[src/rtl/led_fifo_tx_if.sv]
// Handshake bundle between the LED frame transmitter and its pixel FIFO and controller.
// The master modport belongs to the transmitter; the slave modport belongs to the FIFO/controller side.
interface led_fifo_tx_if;
    logic        send_start;
    logic        fifo_empty;
    logic [11:0] fifo_rdata;
    logic        fifo_rd;
    logic        led_dout;
    logic        busy;
    logic        frame_done;
    logic        underrun;

    modport master (
        input  send_start, fifo_empty, fifo_rdata,
        output fifo_rd, led_dout, busy, frame_done, underrun
    );

    modport slave (
        output send_start, fifo_empty, fifo_rdata,
        input  fifo_rd, led_dout, busy, frame_done, underrun
    );
endinterface

[src/rtl/led_fifo_tx.sv]
// Serialises LED_NUM 12-bit RGB words from a FIFO onto a one-wire LED line; the line rises 3 cycles after start.
// There is no backpressure: an empty FIFO never stalls the line, the missing LED is sent as black and underrun is flagged.
module led_fifo_tx #(
    parameter int LED_NUM = 47,
    parameter int T0H     = 20,
    parameter int T0L     = 43,
    parameter int T1H     = 40,
    parameter int T1L     = 23,
    parameter int TRST    = 2500
) (
    input  logic           clk,
    input  logic           rstn,
    led_fifo_tx_if.master  tx
);
    localparam int TBIT = (T0H + T0L > T1H + T1L) ? (T0H + T0L) : (T1H + T1L);
    localparam int TMAX = (TRST > TBIT) ? TRST : TBIT;
    localparam int TW   = $clog2(TMAX + 1);
    localparam int LW   = $clog2(LED_NUM + 1);

    localparam logic [TW-1:0] T0H_END  = TW'(T0H - 1);
    localparam logic [TW-1:0] T0L_END  = TW'(T0L - 1);
    localparam logic [TW-1:0] T1H_END  = TW'(T1H - 1);
    localparam logic [TW-1:0] T1L_END  = TW'(T1L - 1);
    localparam logic [TW-1:0] TRST_END = TW'(TRST - 1);
    localparam logic [LW-1:0] LED_LAST = LW'(LED_NUM - 1);

    typedef enum logic [2:0] {IDLE, FETCH, LOAD, BIT_H, BIT_L, LATCH} state_t;

    state_t        state;
    logic [TW-1:0] timer;
    logic [LW-1:0] led_cnt;
    logic [4:0]    bit_cnt;
    logic [23:0]   shift_reg;
    logic [23:0]   pref;
    logic          miss;
    logic          pf_pend;
    logic          dout_r;
    logic          busy_r;
    logic          done_r;
    logic          under_r;

    logic          pf_slot;
    logic          rd;
    logic          cur_bit;
    logic [TW-1:0] hi_end;
    logic [TW-1:0] lo_end;

    // Channels widen by nibble replication and go out in GRB order, MSB first.
    function automatic logic [23:0] expand(input logic [11:0] w);
        return {w[7:4], w[7:4], w[11:8], w[11:8], w[3:0], w[3:0]};
    endfunction

    // The next LED's word is fetched during the first high cycle of the current LED,
    // so it is ready long before the last bit ends and LEDs run back to back.
    assign pf_slot = (state == BIT_H) && (bit_cnt == 5'd0) && (timer == '0) && (led_cnt != LED_LAST);
    assign rd      = ((state == FETCH) || pf_slot) && !tx.fifo_empty;
    assign cur_bit = shift_reg[23];
    assign hi_end  = cur_bit ? T1H_END : T0H_END;
    assign lo_end  = cur_bit ? T1L_END : T0L_END;

    assign tx.fifo_rd    = rd;
    assign tx.led_dout   = dout_r;
    assign tx.busy       = busy_r;
    assign tx.frame_done = done_r;
    assign tx.underrun   = under_r;

    always_ff @(posedge clk or negedge rstn) begin
        if (!rstn) begin
            state     <= IDLE;
            timer     <= '0;
            led_cnt   <= '0;
            bit_cnt   <= '0;
            shift_reg <= '0;
            pref      <= '0;
            miss      <= 1'b0;
            pf_pend   <= 1'b0;
            dout_r    <= 1'b0;
            busy_r    <= 1'b0;
            done_r    <= 1'b0;
            under_r   <= 1'b0;
        end else begin
            done_r  <= 1'b0;
            pf_pend <= pf_slot && !tx.fifo_empty;
            if (pf_pend) begin
                pref <= expand(tx.fifo_rdata);
            end
            if (pf_slot && tx.fifo_empty) begin
                pref    <= '0;
                under_r <= 1'b1;
            end

            case (state)
                IDLE: begin
                    if (tx.send_start) begin
                        state   <= FETCH;
                        busy_r  <= 1'b1;
                        led_cnt <= '0;
                        under_r <= 1'b0;
                    end
                end
                FETCH: begin
                    miss  <= tx.fifo_empty;
                    if (tx.fifo_empty) begin
                        under_r <= 1'b1;
                    end
                    state <= LOAD;
                end
                LOAD: begin
                    shift_reg <= miss ? 24'h000000 : expand(tx.fifo_rdata);
                    bit_cnt   <= 5'd0;
                    timer     <= '0;
                    dout_r    <= 1'b1;
                    state     <= BIT_H;
                end
                BIT_H: begin
                    if (timer == hi_end) begin
                        timer  <= '0;
                        dout_r <= 1'b0;
                        state  <= BIT_L;
                    end else begin
                        timer <= timer + 1'b1;
                    end
                end
                BIT_L: begin
                    if (timer == lo_end) begin
                        timer <= '0;
                        if (bit_cnt == 5'd23) begin
                            if (led_cnt != LED_LAST) begin
                                shift_reg <= pref;
                                led_cnt   <= led_cnt + 1'b1;
                                bit_cnt   <= 5'd0;
                                dout_r    <= 1'b1;
                                state     <= BIT_H;
                            end else begin
                                state <= LATCH;
                            end
                        end else begin
                            shift_reg <= {shift_reg[22:0], 1'b0};
                            bit_cnt   <= bit_cnt + 5'd1;
                            dout_r    <= 1'b1;
                            state     <= BIT_H;
                        end
                    end else begin
                        timer <= timer + 1'b1;
                    end
                end
                LATCH: begin
                    if (timer == TRST_END) begin
                        timer  <= '0;
                        busy_r <= 1'b0;
                        done_r <= 1'b1;
                        state  <= IDLE;
                    end else begin
                        timer <= timer + 1'b1;
                    end
                end
                default: state <= IDLE;
            endcase
        end
    end
endmodule

[src/flat_wrapper.sv]
// flat-port wrapper written by rule: the top's interface ports become plain ports
module led_fifo_tx_flat 
#(
    parameter int LED_NUM = 47,
    parameter int T0H     = 20,
    parameter int T0L     = 43,
    parameter int T1H     = 40,
    parameter int T1L     = 23,
    parameter int TRST    = 2500
)
  (clk, rstn, tx_send_start, tx_fifo_empty, tx_fifo_rdata, tx_fifo_rd, tx_led_dout, tx_busy, tx_frame_done, tx_underrun);
  led_fifo_tx_if tx_i ();
  input  logic clk;
  input  logic rstn;
  input wire logic [$bits(tx_i.send_start)-1:0] tx_send_start;
  input wire logic [$bits(tx_i.fifo_empty)-1:0] tx_fifo_empty;
  input wire logic [$bits(tx_i.fifo_rdata)-1:0] tx_fifo_rdata;
  output wire logic [$bits(tx_i.fifo_rd)-1:0] tx_fifo_rd;
  output wire logic [$bits(tx_i.led_dout)-1:0] tx_led_dout;
  output wire logic [$bits(tx_i.busy)-1:0] tx_busy;
  output wire logic [$bits(tx_i.frame_done)-1:0] tx_frame_done;
  output wire logic [$bits(tx_i.underrun)-1:0] tx_underrun;
  assign tx_i.send_start = tx_send_start;
  assign tx_i.fifo_empty = tx_fifo_empty;
  assign tx_i.fifo_rdata = tx_fifo_rdata;
  assign tx_fifo_rd = tx_i.fifo_rd;
  assign tx_led_dout = tx_i.led_dout;
  assign tx_busy = tx_i.busy;
  assign tx_frame_done = tx_i.frame_done;
  assign tx_underrun = tx_i.underrun;
  led_fifo_tx #(.LED_NUM(LED_NUM), .T0H(T0H), .T0L(T0L), .T1H(T1H), .T1L(T1L), .TRST(TRST)) u_core (.clk(clk), .rstn(rstn), .tx(tx_i));
endmodule
[config.mk]
export PLATFORM = sky130hd
export DESIGN_NAME = led_fifo_tx_flat
export DESIGN_NICKNAME = d
export VERILOG_FILES = /design/src/rtl/led_fifo_tx_if.sv /design/src/rtl/led_fifo_tx.sv /design/src/flat_wrapper.sv
export SDC_FILE = /design/constraint.sdc
export NUM_CORES = 1
export LEC_CHECK = 0
export CAP_MARGIN = 20
export CORE_MARGIN = 4
export CORE_UTILIZATION = 55
export CTS_CLUSTER_DIAMETER = 60
export CTS_CLUSTER_SIZE = 12
export DETAILED_ROUTE_END_ITERATION = 8
export MAX_ROUTING_LAYER = met4
export PLACE_DENSITY = 0.75
export SETUP_SLACK_MARGIN = 0.02
export SLEW_MARGIN = 20
export SYNTH_ARGS = -nofsm -noshare
export SYNTH_HDL_FRONTEND = slang
export SYNTH_SLANG_ARGS = --single-unit
[constraint.sdc]
create_clock -name clk -period 3.4 [get_ports clk]
set_input_delay 1.02 -clock clk [delete_from_list [all_inputs] [get_ports clk]]
set_output_delay 1.02 -clock clk [all_outputs]
set_load 0.03 [all_outputs]
After elaboration in Yosys (flattened, before gate mapping)

Index checks and enable logic that the tools add are counted.

Memories: 0
Input bits: 16
Output and inout bits: 5
ROM bits: 0
Flip-flop bits (word level): 80
Bits in latches: 0
RAM bits: 0
Word-level logic and storage cells: 97

Equal/unequal tests: 17
$mul: 0
Divide/modulo/power cells: 0
$lt $le $gt $ge: 0
Bitwise logic cells: 0
$add $sub $neg: 3
Reduce and logical (&&, ||, !) cells: 22
Muxes and demuxes: 43
Shifts and indexed selects: 0

Operators by type and width:

| cell                  | count |
|---|---|
| $mux 24               | 6 |
| $pmux 12 s4           | 1 |
| $pmux 24 s2           | 1 |
| $mux 12               | 3 |
| $mux 6                | 6 |
| $eq 12x12->1          | 2 |
| $mux 3                | 6 |
| $pmux 3 s6            | 1 |
| $mux 5                | 3 |
| $add 12x1->12 const B | 1 |
| $eq 12x12->1 const B  | 1 |
| $logic_not 12->1      | 1 |
| $pmux 6 s2            | 1 |
| $mux 1                | 11 |
| $pmux 5 s2            | 1 |
| $ne 2x1->1 const B    | 4 |
| $reduce_and 4->1      | 2 |
| $reduce_bool 2->1     | 4 |
| $add 6x1->6 const B   | 1 |
| $eq 3x2->1 const B    | 2 |
| $eq 3x3->1 const B    | 2 |
| $logic_and 1x1->1     | 6 |
| $ne 6x6->1 const B    | 1 |
| $reduce_and 3->1      | 2 |
| other kinds (14)      | 16 |

Logic depth before layout (Yosys ltp)

Depth after elaboration: 8
Mapped depth: 9
Gate-level depth less buffers: 7

Worst setup path before layout

Ideal clock, no wire load.

Path kind: register to output
Start: reg u_core.timer[2]
End: out tx_fifo_rd
Buffers on the path: 1
Setup slack: 0.290 ns
Data arrival time: 2.090 ns
Required time: 2.380 ns
Cell stages (with the launch flop): 5
Cells stage by stage: dfrtp_1 -> buf_6 -> or4_4 -> or4b_1 -> a21oi_1

Word-level cells in the longest chain between the ends: 5

RTL lines:

| what                            | RTL line           | RTL |
|---|---|---|
| start, declared                 | led_fifo_tx.sv:30  | `logic [TW-1:0] timer;` |
| start signal, assigned          | led_fifo_tx.sv:121 | `timer <= timer + 1'b1;` |
| start signal, assigned          | led_fifo_tx.sv:144 | `timer <= timer + 1'b1;` |
| start signal, assigned          | led_fifo_tx.sv:154 | `timer <= timer + 1'b1;` |
| $logic_not 12->1                | led_fifo_tx.sv:55  | `assign pf_slot = (state == BIT_H) && (bit_cnt == 5'd0) && (timer == '0) && (led_cnt != LED_LAST);` |
| $logic_and 1x1->1 (2 in series) | led_fifo_tx.sv:55  |  |
| $logic_or 1x1->1                | led_fifo_tx.sv:56  | `assign rd = ((state == FETCH) \|\| pf_slot) && !tx.fifo_empty;` |
| $logic_and 1x1->1               | led_fifo_tx.sv:56  |  |
| end, declared                   | flat_wrapper.sv:18 | `output wire logic [$bits(tx_i.fifo_rd)-1:0] tx_fifo_rd;` |

Every way passes these cells.

Worst setup path in the final report

Start: reg u_core.timer[5]
End: out tx_fifo_rd

The elaborated chain is that of the path after synthesis.

==> flow_summary_export.csv <==
group,metric,value,unit
outcome,outcome,"complete, no violations",
critical_path,cp_num_buf_inv,1,
logic_synthesis,yosysTopAreaCell,"dfrtp_1",
cts,clockBufferDepth,2,
cts,htree_levels,3,
critical_path,cpMaxStageDelayCell,"or4_4",
placement,dp_hpwl,5200,microns
drt,drtPass1Iterations,4,
logic_synthesis,seq_area_frac_synth,48.6,%
drt,route.detailed.drc,0,
cells_and_area,mostFrequentLayoutCells,"dfrtp_1, nor2_1, a221o_1",
cells_and_area,final_common_cell,"dfrtp_1",
die,die_h,87.8,microns
sta,finalSetupViolations,0,
cts,cts.clk_slew.worst_paths,80,ps
drt,drt_iter0_markers,225,
power,power.density,742,nW/um^2
die,die_area,7710,sq um
cts,cts_root_buf,"clkbuf_8",
cells_and_area,fill_cells,481,
placement,gp_congestion,0.894,
worst_hold_path,hold_class,"reg2reg",
critical_path,crit_path_end_kind,"output port",
logic_synthesis,syn-num-nets,350,
power,seqPwrFrac,42.1,%
logic_synthesis,synth_warnings,0,
power,pwr-share-comb,35.4,%
cells_and_area,largest_reg_flops,24,
critical_path,cp.arrival,2250,ps
die,die-width,87.8,microns
power,finalPower,2980,uW
sta,timing.slew.headroom,49.9,%
cells_and_area,num-nets-final,373,
sta,worstMarginPinSlew,752,ps
cells_and_area,layout.cells.non_filler,428,
die,fp.coreArea,6060,sq um
logic_synthesis,netlist_area,3500,sq um
sta,drv_slew,0,
cells_and_area,areaGrowthSynthToFinish,14.6,%
power,p_int,1880,uW
drt,vias_per_cell,6.09,
sta,max_freq,0.305,GHz
sta,final-hold-violation-count,0,
placement,port-buffer-count,20,
power,p_leak,0.00176,uW
grt,grt_max_degree,37,
logic_synthesis,synth_enable_flop_cells,0,
grt,grt_pass1_vias,2636,
cts,hold_buffers,0,
grt,antenna_found_initial,0,
critical_path,path_max_fanout,8,
sta,skew,12.8,ps
drt,vias,2605,
cts,clk_latency,350,ps
critical_path,slowest_delay,570,ps
sta,finalCritPeriodShare,96.3,%
drt,wl_per_cell,17.2,microns
cells_and_area,seqCellArea,1710,sq um
power,vdd_drop_max,0.484,mV
sta,rsz0062_at_grt,"false",
sta,fin_crit,3270,ps
placement,dp.cells,408,
critical_path,path_cells,"or4_4, or4b_4, a21oi_2, buf_6",
drt,totalWireLength,7380,microns
logic_synthesis,async_reset_ff_share,100,%
critical_path,worst_setup_path_start_kind,"register",
logic_synthesis,synth.area.top_cells,"dfrtp_1, a221o_1, mux2i_1, nor2_1, a22o_1",
sta,tns,0,ps
critical_path,cp_top_family,"simple AND/OR/NAND/NOR gates",
cts,clkSinkCount,68,
cts,tritoncts,"done",
logic_synthesis,synth.avg_cell_area,10.8,sq um
power,p_switching,1100,uW
logic_synthesis,synth_top_area_share,48.6,%
die,start_util,57.8,%
grt,grt_pass1_wl,13000,microns
job,drv_cap,0,
critical_path,path_class,"reg2out",
cells_and_area,final_layout_size_suffix_gt1_share,13.9,%
die,core.rowCount,28,
cells_and_area,antenna_cells,0,
power,sw_frac_of_total,36.9,%
logic_synthesis,ys_types,57,
cts,cts_buffers,9,
cells_and_area,multi_input_area,1680,sq um
power,power.share.clock,22.6,%
drt,drtAntennaViolNets,0,
grt,grt_use_total,22.5,%
logic_synthesis,synth.ff_latch_count,68,
logic_synthesis,synth_cells,325,
critical_path,required,2380,ps
grt,grt_overflow,0,
logic_synthesis,ys.flop_type,"dfrtp_1",
die,io_pins,21,
-- final cells by class --
type	count	area share (%)
Tap cell	75	2.34
Clock buffer	9	3.09
Inverter	16	1.50
Timing Repair Buffer	29	6.89
Sequential cell	68	42.5
Clock inverter	7	1.84
Multi-Input combinational cell	224	41.8
-- cells by family (layout without fill, tap and decap cells) --
| logic type | after synthesis | after routing | share of synthesized area, % |
|---|---|---|---|
| AO/OA/AOI/OAI | 75 | 75 | 17.3 |
| XOR/XNOR | 9 | 9 | 2.25 |
| adder cells (fa/ha/maj) | 9 | 9 | 3.22 |
| buffers and inverters | 33 | 61 | 4.29 |
| flip-flops | 68 | 68 | 48.6 |
| multiplexers | 17 | 17 | 4.97 |
| AND/OR/NAND/NOR | 114 | 114 | 19.4 |
-- per-layer routing --
metal	vias to the layer above	part of all wire (%)	track usage (%)
met3	10	4.3	3.29
met2	50	44	30.9
li1	1270	-	-
met1	1275	50	33.8
met5	-	0	-
met4	0	1.3	8.23
-- worst register-to-register path, stage by stage (launching register included) --
cell	delay [ps]
dfrtp_1	470
or4_4	570
or4b_4	550
buf_4	170
nor2_2	370
nor2_1	110
-- worst paths after layout --
check / startpoint / cells after the start / to / slack [ps]
worst min register to register: u_core.led_cnt[5] / 1 / u_core.led_cnt[5] / 490
max in group asynchronous: rstn / 2 / u_core.timer[2] / 2010
worst min-delay path: u_core.led_cnt[5] / 1 / u_core.led_cnt[5] / 490
worst max-delay path: u_core.timer[5] / 4 / tx_fifo_rd / 130
worst max register to register: u_core.timer[5] / 5 / u_core.pref[5] / 1020
min in group asynchronous: rstn / 1 / u_core.timer[4] / 730
-- synth_stat cells, types with 7 or more instances --
library cell  instances
a21oi_1              11
a221o_1              23
a22o_1               13
a31oi_1               8
clkbuf_1              8
dfrtp_1              68
ha_1                  9
inv_1                16
mux2i_1              14
nand2_1              16
nand3_1               9
nand4_1               7
nor2_1               33
-- power groups by stage --
stage	clock network, uW	logic [uW]	registers (uW)
after floorplan	0	773	1210
after global placement	0	987	1250
after detailed placement	0	1020	1260
after CTS	679	1030	1250
after global routing	727	1170	1290
final	672	1050	1250
-- timing repair --
action	4_1_cts	5_1_grt
buffers inserted	0	4
pin swaps	1	4
setup endpoints to repair	1	1
resized for setup	3	6
-- per-stage QoR --
step | hold WS [ps] | setup slack, ps | cell area, sq um | util [%]
after floorplan | 443 | 290 | 3500 | -
after global placement | 464 | 356 | 3750 | 62.0
after detailed placement | 478 | 238 | 3750 | 62.0
after CTS | 489 | 46.9 | 3960 | 65.4
after global routing | 529 | 21.0 | 4010 | 66.2
final | 487 | 125 | 4010 | 66.2
Power figures use the tool's default switching activity.
